## src/rtl/muldiv_pkg.sv

```systemverilog
// rtl/muldiv_pkg.sv - op encodings, FSM states and op decode helpers for the mul/div unit
package muldiv_pkg;

  typedef enum logic [1:0] {
    MD_MULT  = 2'b00,
    MD_MULTU = 2'b01,
    MD_DIV   = 2'b10,
    MD_DIVU  = 2'b11
  } md_op_t;

  typedef enum logic [1:0] {
    IDLE,
    CALC,
    DONE
  } md_state_t;

  function automatic logic md_is_signed(input logic [1:0] op);
    return ~op[0];
  endfunction

  function automatic logic md_is_div(input logic [1:0] op);
    return op[1];
  endfunction

endpackage

```

## src/rtl/muldiv_if.sv

```systemverilog
// rtl/muldiv_if.sv - request/result handshake bundle between EX stage and mul/div unit
interface muldiv_if #(
  parameter int XLEN = 32
);

  logic            in_valid;
  logic            in_ready;
  logic [1:0]      op;
  logic [XLEN-1:0] a;
  logic [XLEN-1:0] b;
  logic            cancel;
  logic            out_valid;
  logic            out_ready;
  logic [XLEN-1:0] out_hi;
  logic [XLEN-1:0] out_lo;
  logic            busy;

  modport master (
    output in_valid, op, a, b, cancel, out_ready,
    input  in_ready, out_valid, out_hi, out_lo, busy
  );

  modport slave (
    input  in_valid, op, a, b, cancel, out_ready,
    output in_ready, out_valid, out_hi, out_lo, busy
  );

endinterface

```

## src/rtl/muldiv_sign_fix.sv

```systemverilog
// rtl/muldiv_sign_fix.sv - conditional two's-complement negate of a W-bit value
module muldiv_sign_fix #(
  parameter int W = 32
) (
  input  logic         neg,
  input  logic [W-1:0] din,
  output logic [W-1:0] dout
);

  assign dout = neg ? (~din + W'(1)) : din;

endmodule

```

## src/rtl/muldiv_unit.sv

```systemverilog
// rtl/muldiv_unit.sv - iterative radix-2 MULT/MULTU/DIV/DIVU returning {hi,lo}
module muldiv_unit
  import muldiv_pkg::*;
#(
  parameter int XLEN = 32
) (
  input  logic     clk,
  input  logic     rst,
  muldiv_if.slave  bus
);

  localparam int CNT_W = $clog2(XLEN + 1);

  md_state_t         state, state_nxt;
  logic [1:0]        op_q;
  logic              neg_q, rem_neg_q;
  logic [CNT_W-1:0]  cnt;
  logic [2*XLEN-1:0] acc, acc_nxt;
  logic [XLEN-1:0]   opnd;
  logic [XLEN-1:0]   out_hi_q, out_lo_q;

  logic              accept, sgn_in, sa, sb, div_zero;
  logic [XLEN-1:0]   mag_a, mag_b;
  logic [XLEN:0]     sum, rem_sh, diff;
  logic [2*XLEN-1:0] prod_fix;
  logic [XLEN-1:0]   quot_fix, rem_fix, res_hi, res_lo;

  assign accept   = bus.in_valid & bus.in_ready & ~bus.cancel;
  assign sgn_in   = md_is_signed(bus.op);
  assign sa       = sgn_in & bus.a[XLEN-1];
  assign sb       = sgn_in & bus.b[XLEN-1];
  assign div_zero = md_is_div(bus.op) && (bus.b == '0);

  muldiv_sign_fix #(.W(XLEN)) u_abs_a (.neg(sa), .din(bus.a), .dout(mag_a));
  muldiv_sign_fix #(.W(XLEN)) u_abs_b (.neg(sb), .din(bus.b), .dout(mag_b));

  // acc holds {partial product, remaining multiplier} or {remainder, dividend/quotient}
  always_comb begin
    sum     = '0;
    rem_sh  = '0;
    diff    = '0;
    acc_nxt = acc;
    if (md_is_div(op_q)) begin
      rem_sh = acc[2*XLEN-1:XLEN-1];
      diff   = rem_sh - {1'b0, opnd};
      if (!diff[XLEN])
        acc_nxt = {diff[XLEN-1:0], acc[XLEN-2:0], 1'b1};
      else
        acc_nxt = {rem_sh[XLEN-1:0], acc[XLEN-2:0], 1'b0};
    end else begin
      sum     = {1'b0, acc[2*XLEN-1:XLEN]} + (acc[0] ? {1'b0, opnd} : '0);
      acc_nxt = {sum, acc[XLEN-1:1]};
    end
  end

  muldiv_sign_fix #(.W(2*XLEN)) u_fix_prod (.neg(neg_q),     .din(acc_nxt),                   .dout(prod_fix));
  muldiv_sign_fix #(.W(XLEN))   u_fix_quot (.neg(neg_q),     .din(acc_nxt[XLEN-1:0]),         .dout(quot_fix));
  muldiv_sign_fix #(.W(XLEN))   u_fix_rem  (.neg(rem_neg_q), .din(acc_nxt[2*XLEN-1:XLEN]),    .dout(rem_fix));

  assign res_hi = md_is_div(op_q) ? rem_fix  : prod_fix[2*XLEN-1:XLEN];
  assign res_lo = md_is_div(op_q) ? quot_fix : prod_fix[XLEN-1:0];

  always_ff @(posedge clk) begin
    if (rst)
      state <= IDLE;
    else
      state <= state_nxt;
  end

  always_comb begin
    state_nxt = state;
    case (state)
      IDLE: if (accept) state_nxt = div_zero ? DONE : CALC;
      CALC: begin
        if (bus.cancel)
          state_nxt = IDLE;
        else if (cnt == CNT_W'(1))
          state_nxt = DONE;
      end
      DONE: if (bus.cancel || bus.out_ready) state_nxt = IDLE;
      default: state_nxt = IDLE;
    endcase
  end

  always_ff @(posedge clk) begin
    if (rst) begin
      op_q      <= '0;
      neg_q     <= 1'b0;
      rem_neg_q <= 1'b0;
      cnt       <= '0;
      acc       <= '0;
      opnd      <= '0;
      out_hi_q  <= '0;
      out_lo_q  <= '0;
    end else begin
      case (state)
        IDLE: if (accept) begin
          op_q      <= bus.op;
          neg_q     <= sa ^ sb;
          rem_neg_q <= sa;
          cnt       <= CNT_W'(XLEN);
          if (md_is_div(bus.op)) begin
            acc  <= {{XLEN{1'b0}}, mag_a};
            opnd <= mag_b;
            if (div_zero) begin
              out_hi_q <= bus.a;
              out_lo_q <= '1;
            end
          end else begin
            acc  <= {{XLEN{1'b0}}, mag_b};
            opnd <= mag_a;
          end
        end
        CALC: if (!bus.cancel) begin
          acc <= acc_nxt;
          cnt <= cnt - CNT_W'(1);
          if (cnt == CNT_W'(1)) begin
            out_hi_q <= res_hi;
            out_lo_q <= res_lo;
          end
        end
        default: ;
      endcase
    end
  end

  assign bus.in_ready  = (state == IDLE) && !rst;
  assign bus.out_valid = (state == DONE);
  assign bus.busy      = (state != IDLE);
  assign bus.out_hi    = out_hi_q;
  assign bus.out_lo    = out_lo_q;

endmodule

```

## src/flat_wrapper.sv

```systemverilog
// flat-port wrapper written by rule: the top's interface ports become plain ports
module muldiv_unit_flat import muldiv_pkg::*;
#(
  parameter int XLEN = 32
)
  (clk, rst, bus_in_valid, bus_op, bus_a, bus_b, bus_cancel, bus_out_ready, bus_in_ready, bus_out_valid, bus_out_hi, bus_out_lo, bus_busy);
  muldiv_if #(.XLEN(XLEN)) bus_i ();
  input  logic clk;
  input  logic rst;
  input wire logic [$bits(bus_i.in_valid)-1:0] bus_in_valid;
  input wire logic [$bits(bus_i.op)-1:0] bus_op;
  input wire logic [$bits(bus_i.a)-1:0] bus_a;
  input wire logic [$bits(bus_i.b)-1:0] bus_b;
  input wire logic [$bits(bus_i.cancel)-1:0] bus_cancel;
  input wire logic [$bits(bus_i.out_ready)-1:0] bus_out_ready;
  output wire logic [$bits(bus_i.in_ready)-1:0] bus_in_ready;
  output wire logic [$bits(bus_i.out_valid)-1:0] bus_out_valid;
  output wire logic [$bits(bus_i.out_hi)-1:0] bus_out_hi;
  output wire logic [$bits(bus_i.out_lo)-1:0] bus_out_lo;
  output wire logic [$bits(bus_i.busy)-1:0] bus_busy;
  assign bus_i.in_valid = bus_in_valid;
  assign bus_i.op = bus_op;
  assign bus_i.a = bus_a;
  assign bus_i.b = bus_b;
  assign bus_i.cancel = bus_cancel;
  assign bus_i.out_ready = bus_out_ready;
  assign bus_in_ready = bus_i.in_ready;
  assign bus_out_valid = bus_i.out_valid;
  assign bus_out_hi = bus_i.out_hi;
  assign bus_out_lo = bus_i.out_lo;
  assign bus_busy = bus_i.busy;
  muldiv_unit #(.XLEN(XLEN)) u_core (.clk(clk), .rst(rst), .bus(bus_i));
endmodule
```

## config.mk

```make
export PLATFORM = sky130hd
export DESIGN_NAME = muldiv_unit_flat
export DESIGN_NICKNAME = d
export VERILOG_FILES = /design/src/rtl/muldiv_pkg.sv /design/src/rtl/muldiv_if.sv /design/src/rtl/muldiv_sign_fix.sv /design/src/rtl/muldiv_unit.sv /design/src/flat_wrapper.sv
export SDC_FILE = /design/constraint.sdc
export NUM_CORES = 1
export LEC_CHECK = 0
export ABC_AREA = 1
export ABC_CLOCK_PERIOD_IN_PS = 5380
export BUFFER_PORTS_ARGS = -buffer_cell sky130_fd_sc_hd__buf_4
export CAP_MARGIN = 20
export CORE_MARGIN = 10
export CORE_UTILIZATION = 40
export CTS_BUF_LIST = sky130_fd_sc_hd__clkbuf_8
export DETAILED_ROUTE_END_ITERATION = 12
export GPL_ROUTABILITY_DRIVEN = 0
export MAX_ROUTING_LAYER = met4
export PLACE_DENSITY = 0.66
export SLEW_MARGIN = 15
export SYNTH_ARGS = -nofsm -noshare
export SYNTH_HDL_FRONTEND = slang
export SYNTH_SLANG_ARGS = --single-unit
export TNS_END_PERCENT = 50
```

## constraint.sdc

```tcl
create_clock -name clk -period 5.38 [get_ports clk]
set_input_delay 1.076 -clock clk [delete_from_list [all_inputs] [get_ports clk]]
set_output_delay 1.076 -clock clk [all_outputs]
set_load 0.05 [all_outputs]
```

==> flow_metrics.tcl, run 1 <==
set metrics [dict create \
    synth_common_cells "973 x nand2_1, 462 x inv_1, 251 x nor2_1, 227 x a21oi_1, 184 x nand3_1" \
    syn_inst 3099 \
    synth_area_per_cell_um2 5.72 \
    crit_slowest_cell "fa_1" \
    setup_viol 0 \
    worstSetupStartpointType "register" \
    outcome "finished clean" \
    syn_to_final_growth_pct 10.1 \
    drive_gt1_share_pct 11.1 \
    ys_types 56 \
    cts_tree "yes" \
    core_area_mm2 0.0440 \
    dr.pass1.iters 9 \
    synth-edff-count 0 \
    grt_pass1_wl_mm 112 \
    sw_frac_of_total_pct 51.5 \
    critPathLaunch "u_core.acc[31]$_SDFFE_PP0P_" \
    cts-root-buf "clkbuf_8" \
    crit_path_end_kind "register" \
    grtUsageTotal_pct 28.0 \
    power_density_mw_per_mm2 258 \
    antenna_left 0 \
    p_seq_share_pct 28.8 \
    synthArstFlopShare_pct 0 \
    tightest_slew_ns 1.03 \
    period_minus_slack_ns 4.91 \
    fmax_ghz 0.203 \
    final_max_slew_viol_count 0 \
    p_int_uw 2440 \
    drc_errors 0 \
    holdPathStages 2 \
    comb_power_share_pct 53.0 \
    leakage_uw 0.00998 \
    die_h_um 231 \
    cp-endpoint "u_core.bus.out_hi[30]$_SDFFE_PP0P_" \
    fin_ws_ns 0.465 \
    clk_latency_ns 0.54 \
    multi_input_area_mm2 0.0120 \
    path_max_fanout 8 \
    cp.required_ns 5.78 \
    cts_max_path_buffers 2 \
    synth.net_count 3242 \
    crit_arrival_ns 5.31 \
    cpPeakStageDelay_ns 0.43 \
    dieArea_mm2 0.0531 \
    htree_num_levels 4 \
    synthTopCellsByArea "nand2_1 21%, dfxtp_1 19%, inv_1 9.8%" \
    yosysTopAreaCell "nand2_1" \
    timing.rr.end "u_core.bus.out_hi[30]$_SDFFE_PP0P_" \
    hpwl_mm 59.4 \
    final_nets 3310 \
    vias 20800 \
    grt_max_degree 85 \
    holdCritPathClass "reg2reg" \
    reg2reg_depth 36 \
    crit_type "reg2reg" \
    switching_power_uw 2600 \
    finClkSkew_ns 0.0281 \
    fin_crit_sh_pct 91.4 \
    nFillCells 4930 \
    wire_per_inst_um 19.9 \
    synth_ff_type "dfxtp_1" \
    dp_slack_ns 0.557 \
    r2r_start "u_core.acc[31]$_SDFFE_PP0P_" \
    grt_pass1_vias 18700 \
    rsz0062_at_grt "no" \
    via_per_inst 5.50 \
    setup_tns_ns 0 \
    ios 138 \
    cts_sinks 171 \
    hold_path_startpoint "u_core.bus.out_hi[27]$_SDFFE_PP0P_" \
    globalRouteOverflowTotal 0 \
    rrSetupSlack_ns 0.47 \
    ys_seq_area_share_pct 19.3 \
    maxCapViolCount 0 \
    path_clk_slew_ns 0.12 \
    rows 77 \
    p_clk_share_pct 18.2 \
    first_iter_violations 2912 \
    cts_hold_buf 0 \
    synth_warnings 0 \
    seq_area_mm2 0.00343 \
    relSlewSlack_pct 31.3 \
    peakVddDrop_mv 0.410 \
    ys_seq_elements 171 \
    numCtsBuffers 17 \
    antenna_found_initial 1 \
    yosysTopAreaCellShare_pct 20.6 \
    crit_top_cell "nand2_1" \
    report.final.hold_viol_count 0 \
    syn_area_mm2 0.0177 \
    initial_core_util_pct 40.3 \
    wl_mm 75.0 \
    die_w_um 231 \
    yosys.cell_count.top_type "nand2_1" \
    portBuffers 137 \
]
[per-stage QoR]
stage | total power (uW) | utilization [%] | instances | hold slack, ns | cell area, um^2
finish | 5040 | 44.3 | 3773 | 0.470 | 19500
global route | 5330 | 44.3 | 3772 | 0.494 | 19500
CTS | 4970 | 44.3 | 3772 | 0.472 | 19500
detailed placement | 4070 | 43.5 | 3740 | 0.456 | 19200
global placement | 4060 | 43.5 | 3740 | 0.455 | 19200
floorplan | 3330 | - | 3099 | 0.454 | 17700
[worst max-delay path: cells and delay by family, from the launching register on]
family | cells | cell delay, ns
AOI/OAI and AO/OA | 3 | 0.37
adders and majority gates | 3 | 0.79
buffers and inverters | 4 | 0.32
and+or+nand+nor | 26 | 2.92
DFF | 1 | 0.35
[power by group through the flow]
stage                     sequential (uW)  combinational [uW]  clock (uW)
after floorplan                      1540                1790           0
after global placement               1480                2580           0
after detailed placement             1480                2590           0
after CTS                            1450                2600         920
after global routing                 1460                2900         970
final                                1450                2670         920
[flip-flops by register name, indices dropped and copies added, names as in the netlist]
name	flops
u_core.cnt	6
u_core.op_q	1
u_core.state	2
u_core.bus.out_lo	32
u_core.rem_neg_q	1
u_core.bus.out_hi	32
u_core.opnd	32
u_core.neg_q	1
u_core.acc	64
[layer usage]
metal  GRT usage, %  vias up  share of wire (%)
met3           5.13      217                 11
met2           41.0     1200                 42
met4           14.9        0                5.8
met5              -        -                  0
met1           36.0     9334                 41
li1               -    10000                  -
[worst min path at each step]
stage	slack, ns	endpoint
final	0.47	u_core.bus.out_hi[27]$_SDFFE_PP0P_
after global placement	0.46	u_core.bus.out_hi[17]$_SDFFE_PP0P_
after detailed placement	0.46	u_core.bus.out_hi[3]$_SDFFE_PP0P_
after floorplan	0.45	u_core.cnt[0]$_SDFFE_PP0P_
after global routing	0.49	u_core.bus.out_hi[3]$_SDFFE_PP0P_
after CTS	0.47	u_core.bus.out_hi[3]$_SDFFE_PP0P_
[cells by family (layout without fill, tap and decap cells)]
group | count (synthesis) | after routing | share of synthesized area, %
other | 0 | 1 | 0
DFF | 171 | 171 | 19.3
AOI/OAI and AO/OA | 533 | 533 | 17.5
adders and majority gates | 72 | 72 | 5.17
xor gates and xnor gates | 95 | 95 | 4.69
buffers and inverters | 597 | 678 | 13.3
and+or+nand+nor | 1631 | 1631 | 40.0
[layout by cell type, fill, tap and decap left out, types with 12 or more instances in the layout]
cell,count
a31oi_1,13
nand4_1,25
nor2_4,12
o211ai_1,42
nand3b_1,31
xor2_1,79
buf_4,161
nand3_2,12
o21ai_1,27
dfxtp_1,168
nor2_1,248
nor2_2,28
inv_2,20
nand2_2,48
o221ai_1,19
a21oi_1,227
xnor2_1,16
nand2_1,973
o21ai_0,128
nor3_1,29
ha_1,70
clkbuf_8,17
inv_1,463
nand3_1,184
[area by class of cell]
class | count | area share [%]
sequential | 171 | 17.6
antenna | 1 | 0.0128
clock inverter | 15 | 0.590
clock buffer | 17 | 1.20
tap | 592 | 3.80
multi-input combinational | 2331 | 61.3
inverter | 485 | 9.33
timing repair buffer | 161 | 6.19
[timing repair]
action,in CTS,in global routing
setup buffers,0,0
gates resized for setup,0,1
setup endpoints to repair,0,5
No activity file was read; power rests on OpenSTA's default activity.
==> run 2, diff against run 1 <==
--- a/config.mk
+++ b/config.mk
@@ -16,6 +16,7 @@
 export GPL_ROUTABILITY_DRIVEN = 0
 export MAX_ROUTING_LAYER = met4
 export PLACE_DENSITY = 0.66
+export REMOVE_ABC_BUFFERS = 1
 export SLEW_MARGIN = 15
 export SYNTH_ARGS = -nofsm -noshare
 export SYNTH_HDL_FRONTEND = slang
==> run 2 against run 1 <==
  * Combinational power about the same
  * Clock skew is 0.014 ns lower
  * Sequential cell count unchanged
  * Utilization is 0.35 points higher
  * Final cell count is 0.16% higher
  * Register-to-register slack worse by 0.096 ns
  * First-iteration DRC count decreased by 0.79%
  * Wire length is 5.4% lower
  * Critical path type unchanged
==> flow_metrics.tcl, run 2 (synthesis gave the netlist of run 1 again) <==
set metrics [dict create \
    outcome "finished clean" \
    final_nets 3316 \
    final_common_cell "nand2_1" \
    numCtsBuffers 17 \
    max_flop_register "u_core.acc" \
    crit_arrival_ns 5.40 \
    cts_tree "yes" \
    grt_max_degree 85 \
    power.total_uw 5230 \
    htree_num_levels 4 \
    setup_viol 0 \
    rows 77 \
    peakVddDrop_mv 0.426 \
    grtUsageTotal_pct 26.3 \
    final_max_slew_viol_count 0 \
    cts-root-buf "clkbuf_8" \
    fin_crit_sh_pct 93.1 \
    maxCapViolCount 0 \
    finalInstanceArea_mm2 0.0197 \
    grt_pass1_vias 18200 \
    drc_errors 0 \
    period_minus_slack_ns 5.01 \
    hpwl_mm 55.4 \
    path_max_fanout 8 \
    path_clk_slew_ns 0.10 \
    first_iter_violations 2889 \
    holdWs_ns 0.472 \
    wire_per_inst_um 18.8 \
    setup_tns_ns 0 \
    cts_max_path_buffers 2 \
    cp.required_ns 5.77 \
    crit_path_end_kind "register" \
    wl_mm 70.9 \
    globalRouteOverflowTotal 0 \
    portBuffers 137 \
    post_cts_buffers 0 \
    core_area_mm2 0.0440 \
    rsz0062_at_grt "no" \
    crit_top_cell "nand2_1" \
    antenna_found_initial 2 \
    dr.pass1.iters 8 \
    cts_resized 0 \
    power_density_mw_per_mm2 266 \
    via_per_inst 5.42 \
    crit_slowest_cell "fa_1" \
    tightest_slew_ns 1.08 \
    worstSetupStartpointType "register" \
    holdCritPathClass "reg2reg" \
    final_cell_mix "973 x nand2_1, 461 x inv_1, 247 x nor2_1" \
    die_h_um 231 \
    report.final.hold_viol_count 0 \
    initial_core_util_pct 40.3 \
    dieArea_mm2 0.0531 \
    clk_latency_ns 0.53 \
    antenna_left 0 \
    die_w_um 231 \
    placed_area_mm2 0.0192 \
    relSlewSlack_pct 27.8 \
    ios 138 \
    grt_pass1_wl_mm 107 \
    cts_sinks 171 \
    cpPeakStageDelay_ns 0.43 \
    largest_reg_flops 64 \
    syn_to_final_growth_pct 11.0 \
    drive_gt1_share_pct 11.4 \
    fmax_ghz 0.200 \
    vias 20500 \
    finClkSkew_ns 0.0138 \
    cts_hold_buf 0 \
    crit_type "reg2reg" \
    leakage_uw 0.0100 \
]
==> run 2: area by class of cell <==
type	instances	area, um^2
Antenna cell	2	5.00
Clock buffer	19	262
Clock inverter	12	186
Fill cell	4819	24400
Inverter	485	1820
Multi-Input combinational cell	2331	12000
Sequential cell	171	3430
Tap cell	592	741
Timing Repair Buffer	167	1250
==> run 2: stage by stage <==
step           util [%]  setup WS [ns]  std cells
2_1_floorplan         -          -2.88       2987
3_3_place_gp       43.6          0.596       3746
3_5_place_dp       43.6          0.456       3746
4_1_cts            44.6          0.425       3777
5_1_grt            44.7        0.00690       3779
6_report           44.7          0.369       3779
==> run 2: power breakdown <==
part	switching, uW	internal [uW]
logic	1910	763
clock network	570	535
registers	91.7	1360
==> run 2: worst paths after layout <==
kind | startpoint | endpoint | slack, ns | cells past startpoint
worst min-delay path | u_core.bus.out_hi[9]$_SDFFE_PP0P_ | u_core.bus.out_hi[9]$_SDFFE_PP0P_ | 0.47 | 2
worst min register to register | u_core.bus.out_hi[9]$_SDFFE_PP0P_ | u_core.bus.out_hi[9]$_SDFFE_PP0P_ | 0.47 | 2
worst max-delay path | u_core.acc[31]$_SDFFE_PP0P_ | u_core.bus.out_hi[14]$_SDFFE_PP0P_ | 0.37 | 36
worst max register to register | u_core.acc[31]$_SDFFE_PP0P_ | u_core.bus.out_hi[14]$_SDFFE_PP0P_ | 0.37 | 36
==> run 2: layer usage <==
metal  GRT usage (%)  vias up  part of all wire (%)
li1                -    10000                     -
met1            36.2     9215                    45
met2            38.2     1087                    42
met3            4.54      134                    10
met4            8.57        0                   3.0
met5               -        -                     0
==> run 2: critical path: cells and delay by family, from the launching register on <==
kind                     cells  cell delay, ns
buffers and inverters        4            0.32
flip-flops                   1            0.34
adder cells (fa/ha/maj)      3            0.80
AND/OR/NAND/NOR             25            2.84
AO/OA/AOI/OAI                4            0.54
